==> config.mk <==
export PLATFORM = sky130hd
export DESIGN_NAME = sdram_stream_reader
export DESIGN_NICKNAME = d
export VERILOG_FILES = /design/src/rtl/sdram_stream_reader.sv
export SDC_FILE = /design/constraint.sdc
export NUM_CORES = 1
export LEC_CHECK = 0
export CORE_MARGIN = 2
export CORE_UTILIZATION = 55
export CTS_BUF_LIST = sky130_fd_sc_hd__clkbuf_4
export CTS_CLUSTER_SIZE = 14
export DETAILED_ROUTE_END_ITERATION = 16
export PLACE_DENSITY = 0.81
export SYNTH_ARGS = -nofsm -noshare
export SYNTH_HDL_FRONTEND = slang
export SYNTH_SLANG_ARGS = --single-unit
==> constraint.sdc <==
create_clock -name clk -period 8 [get_ports clk]
set_clock_uncertainty 0.15 [all_clocks]
set_input_delay 1.6 -clock clk [delete_from_list [all_inputs] [get_ports clk]]
set_output_delay 1.6 -clock clk [all_outputs]
set_load 0.05 [all_outputs]
==> src/rtl/sdram_stream_reader.sv <==
`timescale 1ns/1ps
// sdram_stream_reader: splits a linear read job into row-safe bursts and streams the words out of a local FIFO
module sdram_stream_reader #(
  parameter int XWIDTH  = 20,
  parameter int COLBITS = 8,
  parameter int DWIDTH  = 16,
  parameter int FIFO_AW = 5
) (
  input  logic              clk,
  input  logic              rst_n,
  input  logic              start,
  input  logic [XWIDTH-1:0] base_addr,
  input  logic [XWIDTH-1:0] word_count,
  input  logic              stop,
  output logic              busy,
  output logic              done,
  output logic [XWIDTH-1:0] rd_addr,
  output logic [3:0]        rd_len,
  output logic              rd_req,
  input  logic              rd_ack,
  input  logic [DWIDTH-1:0] rd_data,
  input  logic              rd_rdy,
  output logic [DWIDTH-1:0] out_data,
  output logic              out_valid,
  input  logic              out_ready
);
  localparam int PW = FIFO_AW + 1;
  localparam int CW = COLBITS + 1;
  localparam logic [PW-1:0] DEPTH = PW'(1 << FIFO_AW);
  typedef enum logic [2:0] {IDLE, ISSUE, WAIT, DRAIN, ABORT} state_e;
  state_e state_q, state_d;
  logic [XWIDTH-1:0] cur_addr_q, cur_addr_d, remaining_q, remaining_d, rd_addr_q, rd_addr_d;
  logic [PW-1:0] inflight_q, inflight_d, wp_q, wp_d, rp_q, rp_d, avail;
  logic [3:0] rd_len_q, rd_len_d;
  logic rd_req_q, rd_req_d, busy_q, busy_d, done_q, done_d;
  logic [DWIDTH-1:0] mem_q [2**FIFO_AW];
  logic [CW-1:0] room;
  logic [4:0] len_cnt, len, ack_len;
  logic abort_now, acked, rdy_ok, push, pop;

  assign busy      = busy_q;
  assign done      = done_q;
  assign rd_addr   = rd_addr_q;
  assign rd_len    = rd_len_q;
  assign rd_req    = rd_req_q;
  assign out_valid = wp_q != rp_q;
  assign out_data  = out_valid ? mem_q[rp_q[FIFO_AW-1:0]] : '0;

  // next burst length clipped by 16, words left and distance to the end of the row; free space not yet promised
  always_comb begin
    room = {1'b1, {COLBITS{1'b0}}} - {1'b0, cur_addr_q[COLBITS-1:0]};
    len_cnt = (remaining_q < XWIDTH'(16)) ? remaining_q[4:0] : 5'd16;
    len = (room < CW'(len_cnt)) ? room[4:0] : len_cnt;
    avail = DEPTH - (wp_q - rp_q) - inflight_q;
  end

  // job FSM, burst bookkeeping and FIFO pointer updates
  always_comb begin
    state_d = state_q;
    cur_addr_d = cur_addr_q;
    remaining_d = remaining_q;
    rd_addr_d = rd_addr_q;
    rd_len_d = rd_len_q;
    busy_d = busy_q;
    done_d = 1'b0;
    ack_len = {1'b0, rd_len_q} + 5'd1;
    acked = rd_req_q && rd_ack;
    rd_req_d = rd_req_q && !acked;
    abort_now = stop && busy_q && state_q != ABORT;
    rdy_ok = rd_rdy && inflight_q != '0;
    push = rdy_ok && state_q != ABORT && !abort_now;
    pop = out_valid && out_ready;
    inflight_d = inflight_q + (acked ? PW'(ack_len) : '0) - (rdy_ok ? PW'(1) : '0);
    wp_d = wp_q + (push ? PW'(1) : '0);
    rp_d = abort_now ? wp_q : rp_q + (pop ? PW'(1) : '0);
    case (state_q)
      IDLE: if (start) begin
        cur_addr_d = base_addr;
        remaining_d = word_count;
        busy_d = word_count != '0;
        done_d = word_count == '0;
        state_d = word_count != '0 ? ISSUE : IDLE;
      end
      ISSUE: if (remaining_q == '0) state_d = DRAIN;
        else if (avail >= PW'(len)) begin
          rd_addr_d = cur_addr_q;
          rd_len_d = 4'(len - 5'd1);
          rd_req_d = 1'b1;
          state_d = WAIT;
        end
      WAIT: if (acked) begin
        cur_addr_d = cur_addr_q + XWIDTH'(ack_len);
        remaining_d = remaining_q - XWIDTH'(ack_len);
        state_d = ISSUE;
      end
      DRAIN: if (inflight_q == '0 && !out_valid) begin
        done_d = 1'b1;
        busy_d = 1'b0;
        state_d = IDLE;
      end
      ABORT: if (!rd_req_q && inflight_q == '0) begin
        done_d = 1'b1;
        busy_d = 1'b0;
        state_d = IDLE;
      end
      default: state_d = IDLE;
    endcase
    if (abort_now) begin
      state_d = ABORT;
      rd_req_d = rd_req_q && !acked;
      done_d = 1'b0;
      busy_d = busy_q;
    end
  end

  // state and bookkeeping registers
  always_ff @(posedge clk or negedge rst_n)
    if (!rst_n) begin
      state_q <= IDLE;
      cur_addr_q <= '0;
      remaining_q <= '0;
      rd_addr_q <= '0;
      rd_len_q <= '0;
      rd_req_q <= 1'b0;
      busy_q <= 1'b0;
      done_q <= 1'b0;
      inflight_q <= '0;
      wp_q <= '0;
      rp_q <= '0;
    end else begin
      state_q <= state_d;
      cur_addr_q <= cur_addr_d;
      remaining_q <= remaining_d;
      rd_addr_q <= rd_addr_d;
      rd_len_q <= rd_len_d;
      rd_req_q <= rd_req_d;
      busy_q <= busy_d;
      done_q <= done_d;
      inflight_q <= inflight_d;
      wp_q <= wp_d;
      rp_q <= rp_d;
    end

  // FIFO storage, written only with words that are still wanted
  always_ff @(posedge clk)
    if (push) mem_q[wp_q[FIFO_AW-1:0]] <= rd_data;

  // a returned word with nothing outstanding means the controller broke protocol
  assert property (@(posedge clk) disable iff (!rst_n) rd_rdy |-> inflight_q != '0);
endmodule
==> results_dict.tcl, run 1 <==
set metrics [dict create \
    seq_area_um2 17600 \
    drv_cap 0 \
    max-slew-margin-rel_pct 17.8 \
    numPortBuffers 106 \
    layout-drive-gt1-share_pct 27.3 \
    overflow 0 \
    gp_congestion 0.871 \
    hold_path_class "primary input to asynchronous set/reset pin" \
    fp-row-count 78 \
    antenna_found_initial 3 \
    clk_latency_ns 0.97 \
    cts_tree "yes" \
    num-fill-cells 3056 \
    numClockSinks 600 \
    worstSetupPathType "flop to output port" \
    cts_setup_buffers 0 \
    area.growth.synth_to_final_pct 14.9 \
    multi_input_area_um2 7450 \
    reg2reg_to "rd_addr[6]" \
    wl_um 60700 \
    synthTopCellsByArea "edfxtp_1 (60%), mux4_2 (14%), dfrtp_1 (8.6%), ha_1 (2.1%), nor2_1 (1.4%)" \
    p_int_mw 7.19 \
    synth_top_family_by_area "multiplexers" \
    critPathCapture "out_data[8]" \
    synthSimpleGateAreaFrac_pct 4.75 \
    cts_htree_levels 4 \
    synth_cell_types 65 \
    synth_common_cells "edfxtp_1 (512), mux4_2 (160), nor2_1 (97)" \
    synthAdderAreaFrac_pct 2.82 \
    power.switching_mw 4.32 \
    power_frac_comb_pct 41.5 \
    start_util_pct 55.9 \
    cts_buffers 150 \
    path_clk_slew_ns 0.08 \
    synth_mux_area_share_pct 15.7 \
    powerDensity_nw_per_um2 393 \
    grt_pass1_wl_um 90600 \
    dp_hpwl_um 36000 \
    grt_usage_pct 26.1 \
    cp.required_ns 6.25 \
    crit_fanout 46 \
    die_y_um 219 \
    synth-compound-area-share_pct 4.52 \
    finalSetupTns_ns 0 \
    reg2reg_depth 18 \
    cts.root.buffer_cell "clkbuf_4" \
    finalNetCount 1791 \
    synth_most_common_cell "edfxtp_1" \
    critPathArrivalTime_ns 4.82 \
    fmax_mhz 152 \
    routedWlPerCell_um 25.5 \
    pre_cts_ws_ns 2.39 \
    syn-cell-area_um2 25500 \
    yosysWarningCount 0 \
    grt_start_max_net_pins 76 \
    finalCritPeriodShare_pct 82.1 \
    cts_resized 0 \
    ctsHoldBuffers 0 \
    period_needed_ns 6.57 \
    synthCells 1449 \
    fin_cells 2379 \
    core_area_um2 45600 \
    synth_top_area_share_pct 60.4 \
    antenna_left 0 \
    dr.pass1.iters 8 \
    setup_viol 0 \
    postLayoutSetupSlackWorst_ns 1.43 \
    io_pins 107 \
    end_kind "output port" \
    synth_xor_area_share_pct 1.26 \
    worstMarginPinSlew_ns 1.23 \
    ys_seq_area_share_pct 69.0 \
    grt_pass1_vias 15082 \
    clockBufferDepth 3 \
    setup.worst_path.start "rp_q[0]" \
    viasPerCell 6.22 \
    drc 0 \
    seqPwrFrac_pct 36.4 \
    hold_viol_final 0 \
    rrSetupSlack_ns 2.71 \
    cp-start-kind "flop" \
    post-place-cells 2124 \
    synth_ff_type "edfxtp_1" \
    swShare_pct 37.5 \
    synth_seq_cells 600 \
    drtIter0Drc 1785 \
    async_flop_share_pct 14.7 \
    rsz0062_at_grt "false" \
    synth_enable_flop_cells 512 \
    die_w_um 219 \
    peakVddDrop_v 0.000622 \
    synth_top_cell_by_area "edfxtp_1" \
    leakagePower_nw 10.1 \
    timing.final.max_slew_violations 0 \
    power_frac_clock_pct 22.2 \
    vias 14809 \
    run_status "completed" \
    synth.avg_cell_area_um2 17.6 \
    reg2reg_from "remaining_q[12]" \
    synth_nets 1564 \
    dieArea_um2 48000 \
]
area by class of cell:
class / instances / share of cell area, %
antenna: 4 / 0.0342
timing repair buffer: 151 / 4.82
clock buffer: 203 / 5.21
tap: 600 / 2.57
sequential: 600 / 60.1
clock inverter: 48 / 1.18
inverter: 49 / 0.629
multi-input combinational: 724 / 25.5
placed cells by master (no fill, tap or decap), types with 35 or more instances in the layout:
cell type	n
clkdlybuf4s50_1	105
dfrtp_1	84
a21oi_1	52
edfxtp_1	512
buf_4	45
ha_1	43
o21ai_0	35
nand2_1	65
mux4_2	160
nor2_1	84
clkbuf_4	203
inv_1	49
power by group through the flow:
stage	Clock, mW	Combinational [mW]	Sequential, mW
4_1_cts	2.60	4.78	4.18
3_5_place_dp	0	4.73	4.24
3_3_place_gp	0	4.60	4.22
5_1_grt	2.75	5.11	4.23
6_report	2.55	4.77	4.19
2_1_floorplan	0	3.45	4.16
stage by stage:
stage | util, % | cell area [µm²] | hold slack (ns) | total power, mW
floorplan | - | 25500 | 0.329 | 7.60
detailed placement | 60.1 | 27400 | 0.329 | 8.98
finish | 64.2 | 29300 | 0.312 | 11.5
CTS | 64.2 | 29200 | 0.231 | 11.6
global route | 64.2 | 29300 | 0.284 | 12.1
global placement | 60.1 | 27400 | 0.323 | 8.83
worst min-delay path by stage:
stage	depth (start not counted)	endpoint
finish	1	rd_addr[12]
global route	1	cur_addr_q[13]
CTS	1	cur_addr_q[13]
detailed placement	2	rd_addr[1]
global placement	2	rd_addr[5]
floorplan	2	remaining_q[4]
critical path, stage by stage, from the launching register on:
cell             delay (ns)
dfrtp_4                1.04
buf_4                  0.54
mux4_2                 0.58
mux4_2                 0.49
mux2i_1                0.35
nor2_1                 0.08
clkdlybuf4s50_1        0.75
flip-flops by register name, indices dropped and copies added, names as in the netlist:
name	cells
mem_q	512
cur_addr_q	20
rd_addr	20
remaining_q	20
inflight_q	6
rp_q	6
wp_q	6
rd_len	4
state_q	3
busy	1
done	1
rd_req	1
cells by family (layout without fill, tap and decap cells):
group	Yosys count	count (layout)
AND/OR/NAND/NOR	260	260
flip-flops	600	600
multiplexers	198	198
AO/OA/AOI/OAI	179	179
buffers and inverters	125	451
adder cells (fa/ha/maj)	52	52
other	0	4
XOR/XNOR	35	35
per-layer routing:
metal / up-vias / part of all wire, % / GRT usage [%]
met5: - / 0.018 / 0
met4: 2 / 2.6 / 11.3
met3: 124 / 9.6 / 5.97
met2: 858 / 50 / 42.5
met1: 7509 / 37 / 34.2
li1: 6316 / - / -
No activity file was read; power rests on OpenSTA's default activity.
==> run 2, diff against run 1 <==
--- a/config.mk
+++ b/config.mk
@@ -10,7 +10,7 @@
 export CTS_BUF_LIST = sky130_fd_sc_hd__clkbuf_4
 export CTS_CLUSTER_SIZE = 14
 export DETAILED_ROUTE_END_ITERATION = 16
-export PLACE_DENSITY = 0.81
+export PLACE_DENSITY = 0.84
 export SYNTH_ARGS = -nofsm -noshare
 export SYNTH_HDL_FRONTEND = slang
 export SYNTH_SLANG_ARGS = --single-unit
==> constraint.sdc (replaced) <==
create_clock -name clk -period 5.96 [get_ports clk]
set_clock_uncertainty 0.15 [all_clocks]
set_input_delay 1.192 -clock clk [delete_from_list [all_inputs] [get_ports clk]]
set_output_delay 1.192 -clock clk [all_outputs]
set_load 0.05 [all_outputs]
==> run 2 against run 1 <==
Net effect:
- worst setup slack got worse by 1.2 ns
- combinational power increased by 38%
- register-to-register slack got worse by 1.8 ns
- critical path depth unchanged
- wire length increased by 2.2%
- clock-buffer cell count increased by 4
- design area increased by 0.31%
==> results_dict.tcl, run 2 (synthesis gave the netlist of run 1 again) <==
set metrics [dict create \
    run_status "completed" \
    powerDensity_nw_per_um2 531 \
    highest_layer "met4" \
    wl_met3_um 6480 \
    worstPathCellList "buf_4 -> mux4_2 -> mux4_2 -> mux2i_1 -> nor2_1 -> clkdlybuf4s50_1" \
    max-slew-margin-rel_pct 17.1 \
    fmax_mhz 175 \
    path_common_cell "mux4_2" \
    rsz0062_at_grt "false" \
    m1WireLength_um 21900 \
    fin_cells 2382 \
    drc 0 \
    finalCritPeriodShare_pct 95.8 \
    critical-path-max-stage-delay_ns 0.89 \
    cp_top_family "multiplexers" \
    dr.pass1.iters 6 \
    die_w_um 219 \
    setup_viol 0 \
    io_pins 107 \
    route.met2.wl_um 31600 \
    post-place-cells 2129 \
    p_int_mw 9.73 \
    finalSetupTns_ns 0 \
    grt_usage_pct 26.6 \
    drv_cap 0 \
    seqPwrFrac_pct 35.7 \
    hold-worst-slack_ns 0.242 \
    vias 14977 \
    final_common_cell "edfxtp_1" \
    cts_resized 0 \
    numClockSinks 600 \
    antenna_found_initial 2 \
    cp.required_ns 4.62 \
    hold_path_class "primary input to asynchronous set/reset pin" \
    setup.worst_path.start "rp_q[0]" \
    drtIter0Drc 1852 \
    worstMarginPinSlew_ns 1.24 \
    routedWlPerCell_um 26.0 \
    gp_congestion 0.884 \
    path_clk_slew_ns 0.08 \
    reg2reg_to "rd_addr[16]" \
    grt_pass1_wl_um 92900 \
    slowest_stage "dfrtp_4" \
    largest_register_ffs 512 \
    clk_latency_ns 0.84 \
    critPathCapture "out_data[15]" \
    cts_tree "yes" \
    cts_setup_buffers 0 \
    overflow 0 \
    rrSetupSlack_ns 0.88 \
    placed_area_um2 27500 \
    start_util_pct 55.9 \
    reg2reg_depth 18 \
    cp-start-kind "flop" \
    clockBufferDepth 3 \
    core_area_um2 45600 \
    ctsHoldBuffers 0 \
    cts.root.buffer_cell "clkbuf_4" \
    critPathArrivalTime_ns 4.37 \
    area.growth.synth_to_final_pct 15.3 \
    timing.final.max_slew_violations 0 \
    swShare_pct 37.6 \
    numPortBuffers 106 \
    power.switching_mw 5.87 \
    end_kind "output port" \
    grt_pass1_vias 15355 \
    layout-drive-gt1-share_pct 27.5 \
    worstSetupPathType "flop to output port" \
    fp-row-count 78 \
    final_cell_mix "edfxtp_1 (512), clkbuf_4 (207), mux4_2 (160), clkdlybuf4s50_1 (105), dfrtp_1 (84)" \
    hold_viol_final 0 \
    dieArea_um2 48000 \
    leakagePower_nw 10.1 \
    crit_buf_inv 2 \
    cts_htree_levels 4 \
    path_depth 6 \
    viasPerCell 6.29 \
    wl_um 62000 \
    power_frac_comb_pct 42.3 \
    antenna_left 0 \
    grt_start_max_net_pins 59 \
    dp_hpwl_um 37100 \
    finalNetCount 1789 \
    period_needed_ns 5.71 \
    peakVddDrop_v 0.000784 \
    crit_fanout 32 \
    final_area_um2 29300 \
    final_util_pct 64.4 \
    cts_buffers 143 \
    reg2reg_from "remaining_q[10]" \
    power_frac_clock_pct 22.0 \
    die_y_um 219 \
]
## run 2: changes by cell type in the layout (fill, tap and decap cells not counted), moves of 2 or more
cell / previous run / this run
clkinv_2: 12 / 5
clkbuf_4: 203 / 207
nor2_1: 84 / 80
nor2_2: 13 / 17
buf_12: 1 / 4
clkinv_1: 24 / 27
buf_4: 45 / 47
diode_2: 4 / 2
## run 2: area by class of cell
cell class              count  area, µm²
inverters                  49        184
well taps                 600        751
flip-flops and latches    600      17600
repair buffers            156       1480
diodes                      2       5.00
clock inverters            44        327
clock buffers             207       1550
fillers                  3002      16200
multi-input cells         724       7460
## run 2: power by group through the flow
stage          registers, mW  clock network [mW]  logic, mW
5_1_grt                 5.63                3.70       7.09
3_3_place_gp            5.60                   0       6.33
4_1_cts                 5.55                3.49       6.59
6_report                5.56                3.43       6.60
2_1_floorplan           5.58                   0       4.63
3_5_place_dp            5.64                   0       6.52
## run 2: worst reg2reg max path: stages, from the launching register on
cell and delay (ns):
dfrtp_1 0.43, or3_1 0.41, or3_1 0.45, nor2_2 0.38
nand2_1 0.11, ha_1 0.31, a21oi_1 0.17, o211ai_1 0.16
a21oi_1 0.34, nand2_1 0.09, a21oi_1 0.25, ha_1 0.27
nand2b_1 0.15, a21o_1 0.17, a21oi_1 0.14, o211ai_1 0.13
nand3_1 0.08, buf_4 0.35, mux2_2 0.41
## run 2: how the worst min path moves through the flow
stage                               from        endpoint  slack, ns
after detailed placement      rd_addr[0]      rd_addr[0]       0.34
after CTS                          rst_n         wp_q[3]       0.19
final                              rst_n     rd_addr[14]       0.24
after global routing               rst_n         wp_q[3]       0.22
after global placement        rd_addr[5]      rd_addr[5]       0.32
after floorplan           remaining_q[4]  remaining_q[4]       0.33
## run 2: metal layers
metal	track usage [%]	up-vias
met5	0	-
met4	10.9	0
met3	6.90	153
met2	44.7	980
met1	33.1	7517
li1	-	6327
## run 2: stage by stage
step / total power [mW] / worst slack [ns]
2_1_floorplan: 10.2 / 1.49
3_3_place_gp: 11.9 / 1.07
3_5_place_dp: 12.2 / 0.937
4_1_cts: 15.6 / 0.170
5_1_grt: 16.4 / 0.0286
6_report: 15.6 / 0.253
==> run 3, diff against run 2 <==
--- a/config.mk
+++ b/config.mk
@@ -5,12 +5,12 @@
 export SDC_FILE = /design/constraint.sdc
 export NUM_CORES = 1
 export LEC_CHECK = 0
-export CORE_MARGIN = 2
 export CORE_UTILIZATION = 55
 export CTS_BUF_LIST = sky130_fd_sc_hd__clkbuf_4
 export CTS_CLUSTER_SIZE = 14
 export DETAILED_ROUTE_END_ITERATION = 16
 export PLACE_DENSITY = 0.84
+export SKIP_LAST_GASP = 1
 export SYNTH_ARGS = -nofsm -noshare
 export SYNTH_HDL_FRONTEND = slang
 export SYNTH_SLANG_ARGS = --single-unit
==> run 3 against run 2 <==
Net effect:
- non-clock buffer count up 1
- fmax rose by 2.6%
- clock-buffer cell count rose by 9
- sequential power about the same
- design area is 0.17% lower
- core utilization about the same
- combinational power down 1%
- register-to-register slack improved by 0.04 ns
- worst setup slack improved by 0.14 ns
==> results_dict.tcl, run 3 (synthesis gave the netlist of run 1 again) <==
set metrics [dict create \
    run_status "completed" \
    clockBufferDepth 3 \
    timing.final.max_slew_violations 0 \
    cts_buffers 144 \
    grt_pass1_wl_um 89100 \
    clk_latency_ns 0.84 \
    hold_path_class "primary input to asynchronous set/reset pin" \
    worstSetupPathType "flop to output port" \
    period_needed_ns 5.56 \
    wl_um 58800 \
    antenna_found_initial 1 \
    end_kind "output port" \
    cts.root.buffer_cell "clkbuf_4" \
    routedWlPerCell_um 24.8 \
    max-slew-margin-rel_pct 17.7 \
    viasPerCell 6.23 \
    hold_viol_final 0 \
    dp_hpwl_um 36300 \
    peakVddDrop_v 0.000985 \
    cts_htree_levels 4 \
    dieArea_um2 47200 \
    numPortBuffers 106 \
    grt_usage_pct 25.6 \
    cp.required_ns 4.62 \
    postLayoutSetupSlackWorst_ns 0.396 \
    vias 14795 \
    fp-row-count 78 \
    pre_cts_ws_ns 0.909 \
    final_area_um2 29300 \
    die_w_um 217 \
    crit_fanout 21 \
    grt_pass1_vias 15317 \
    leakagePower_nw 10.1 \
    core_area_um2 45500 \
    fmax_mhz 180 \
    p_int_mw 9.69 \
    final_cell_mix "edfxtp_1 (512), clkbuf_4 (216), mux4_2 (160), clkdlybuf4s50_1 (105), nor2_1 (96)" \
    drc 0 \
    path_clk_slew_ns 0.08 \
    power_frac_clock_pct 21.7 \
    largest_register_ffs 512 \
    setup_viol 0 \
    drtIter0Drc 1710 \
    placed_area_um2 27400 \
    area.growth.synth_to_final_pct 15.1 \
    critPathArrivalTime_ns 4.22 \
    worstMarginPinSlew_ns 1.23 \
    swShare_pct 37.1 \
    finalNetCount 1791 \
    grt_start_max_net_pins 59 \
    ctsHoldBuffers 0 \
    seqPwrFrac_pct 36.0 \
    overflow 0 \
    antenna_left 0 \
    numClockSinks 600 \
    drv_cap 0 \
    die_y_um 217 \
    finalCritPeriodShare_pct 93.4 \
    final_common_cell "edfxtp_1" \
    power.switching_mw 5.72 \
    power_frac_comb_pct 42.3 \
    gp_congestion 0.883 \
    start_util_pct 56.0 \
    rsz0062_at_grt "false" \
    finalSetupTns_ns 0 \
    dr.pass1.iters 7 \
    powerDensity_nw_per_um2 526 \
    io_pins 107 \
    cts_tree "yes" \
    cp-start-kind "flop" \
    layout-drive-gt1-share_pct 27.0 \
]
## run 3: cell count changes in the layout (fill, tap and decap cells not counted), sizes merged
| cell | change |
|---|---|
| diode | -1 |
| clkinv | -12 |
| buf | +1 |
| clkbuf | +9 |
| bufinv | -2 |
| clkinvlp | -1 |
## run 3: metal layers
layer,up-vias,part of all wire (%),global-route usage (%)
li1,6317,-,-
met1,7429,37,32.8
met2,897,49,41.4
met3,152,10,7.35
met4,0,3.3,10.7
met5,-,0,0
## run 3: power by group through the flow
| stage | Combinational (mW) | Sequential, mW | Clock, mW |
|---|---|---|---|
| after global placement | 6.26 | 5.61 | 0 |
| after detailed placement | 6.46 | 5.65 | 0 |
| after floorplan | 4.63 | 5.58 | 0 |
| after global routing | 7.05 | 5.59 | 3.63 |
| after CTS | 6.49 | 5.56 | 3.42 |
| final | 6.52 | 5.54 | 3.35 |
## run 3: stage by stage
step / hold WS (ns) / std cells / utilization (%) / total power [mW]
after floorplan: 0.329 / 1449 / - / 10.2
after global placement: 0.323 / 2129 / 60.3 / 11.9
after detailed placement: 0.326 / 2129 / 60.3 / 12.1
after CTS: 0.139 / 2374 / 64.4 / 15.5
after global routing: 0.164 / 2376 / 64.4 / 16.3
final: 0.189 / 2376 / 64.4 / 15.4
## run 3: timing repair
action | CTS | global route
setup buffers | 0 | 1
gates resized for setup | 0 | 0
endpoints found under the setup margin | 0 | 10
## run 3: worst paths after layout
| check | from | endpoint | slack [ns] | cells past startpoint |
|---|---|---|---|---|
| min reg2reg | rd_addr[0] | rd_addr[0] | 0.33 | 2 |
| min | rst_n | wp_q[0] | 0.19 | 1 |
| max in group asynchronous | rst_n | rp_q[1] | 4.39 | 2 |
| max reg2reg | remaining_q[10] | rd_addr[11] | 0.92 | 17 |
| min in group clk | rd_addr[0] | rd_addr[0] | 0.33 | 2 |
| max | rp_q[0] | out_data[11] | 0.40 | 6 |
## run 3: critical path, cell delays in order, from the launching register on
cell and delay [ns]:
dfrtp_4 0.74, buf_4 0.48, mux4_2 0.56, mux4_2 0.54, mux2i_1 0.18, nor2_1 0.08
clkdlybuf4s50_1 0.78
## run 3: area by class of cell
class | instances | area (µm²)
clock inverter | 29 | 219
clock buffer | 216 | 1620
inverter | 49 | 184
tap | 600 | 751
fill | 3030 | 16200
multi-input combinational | 724 | 7420
timing repair buffer | 157 | 1520
sequential | 600 | 17600
antenna | 1 | 2.50
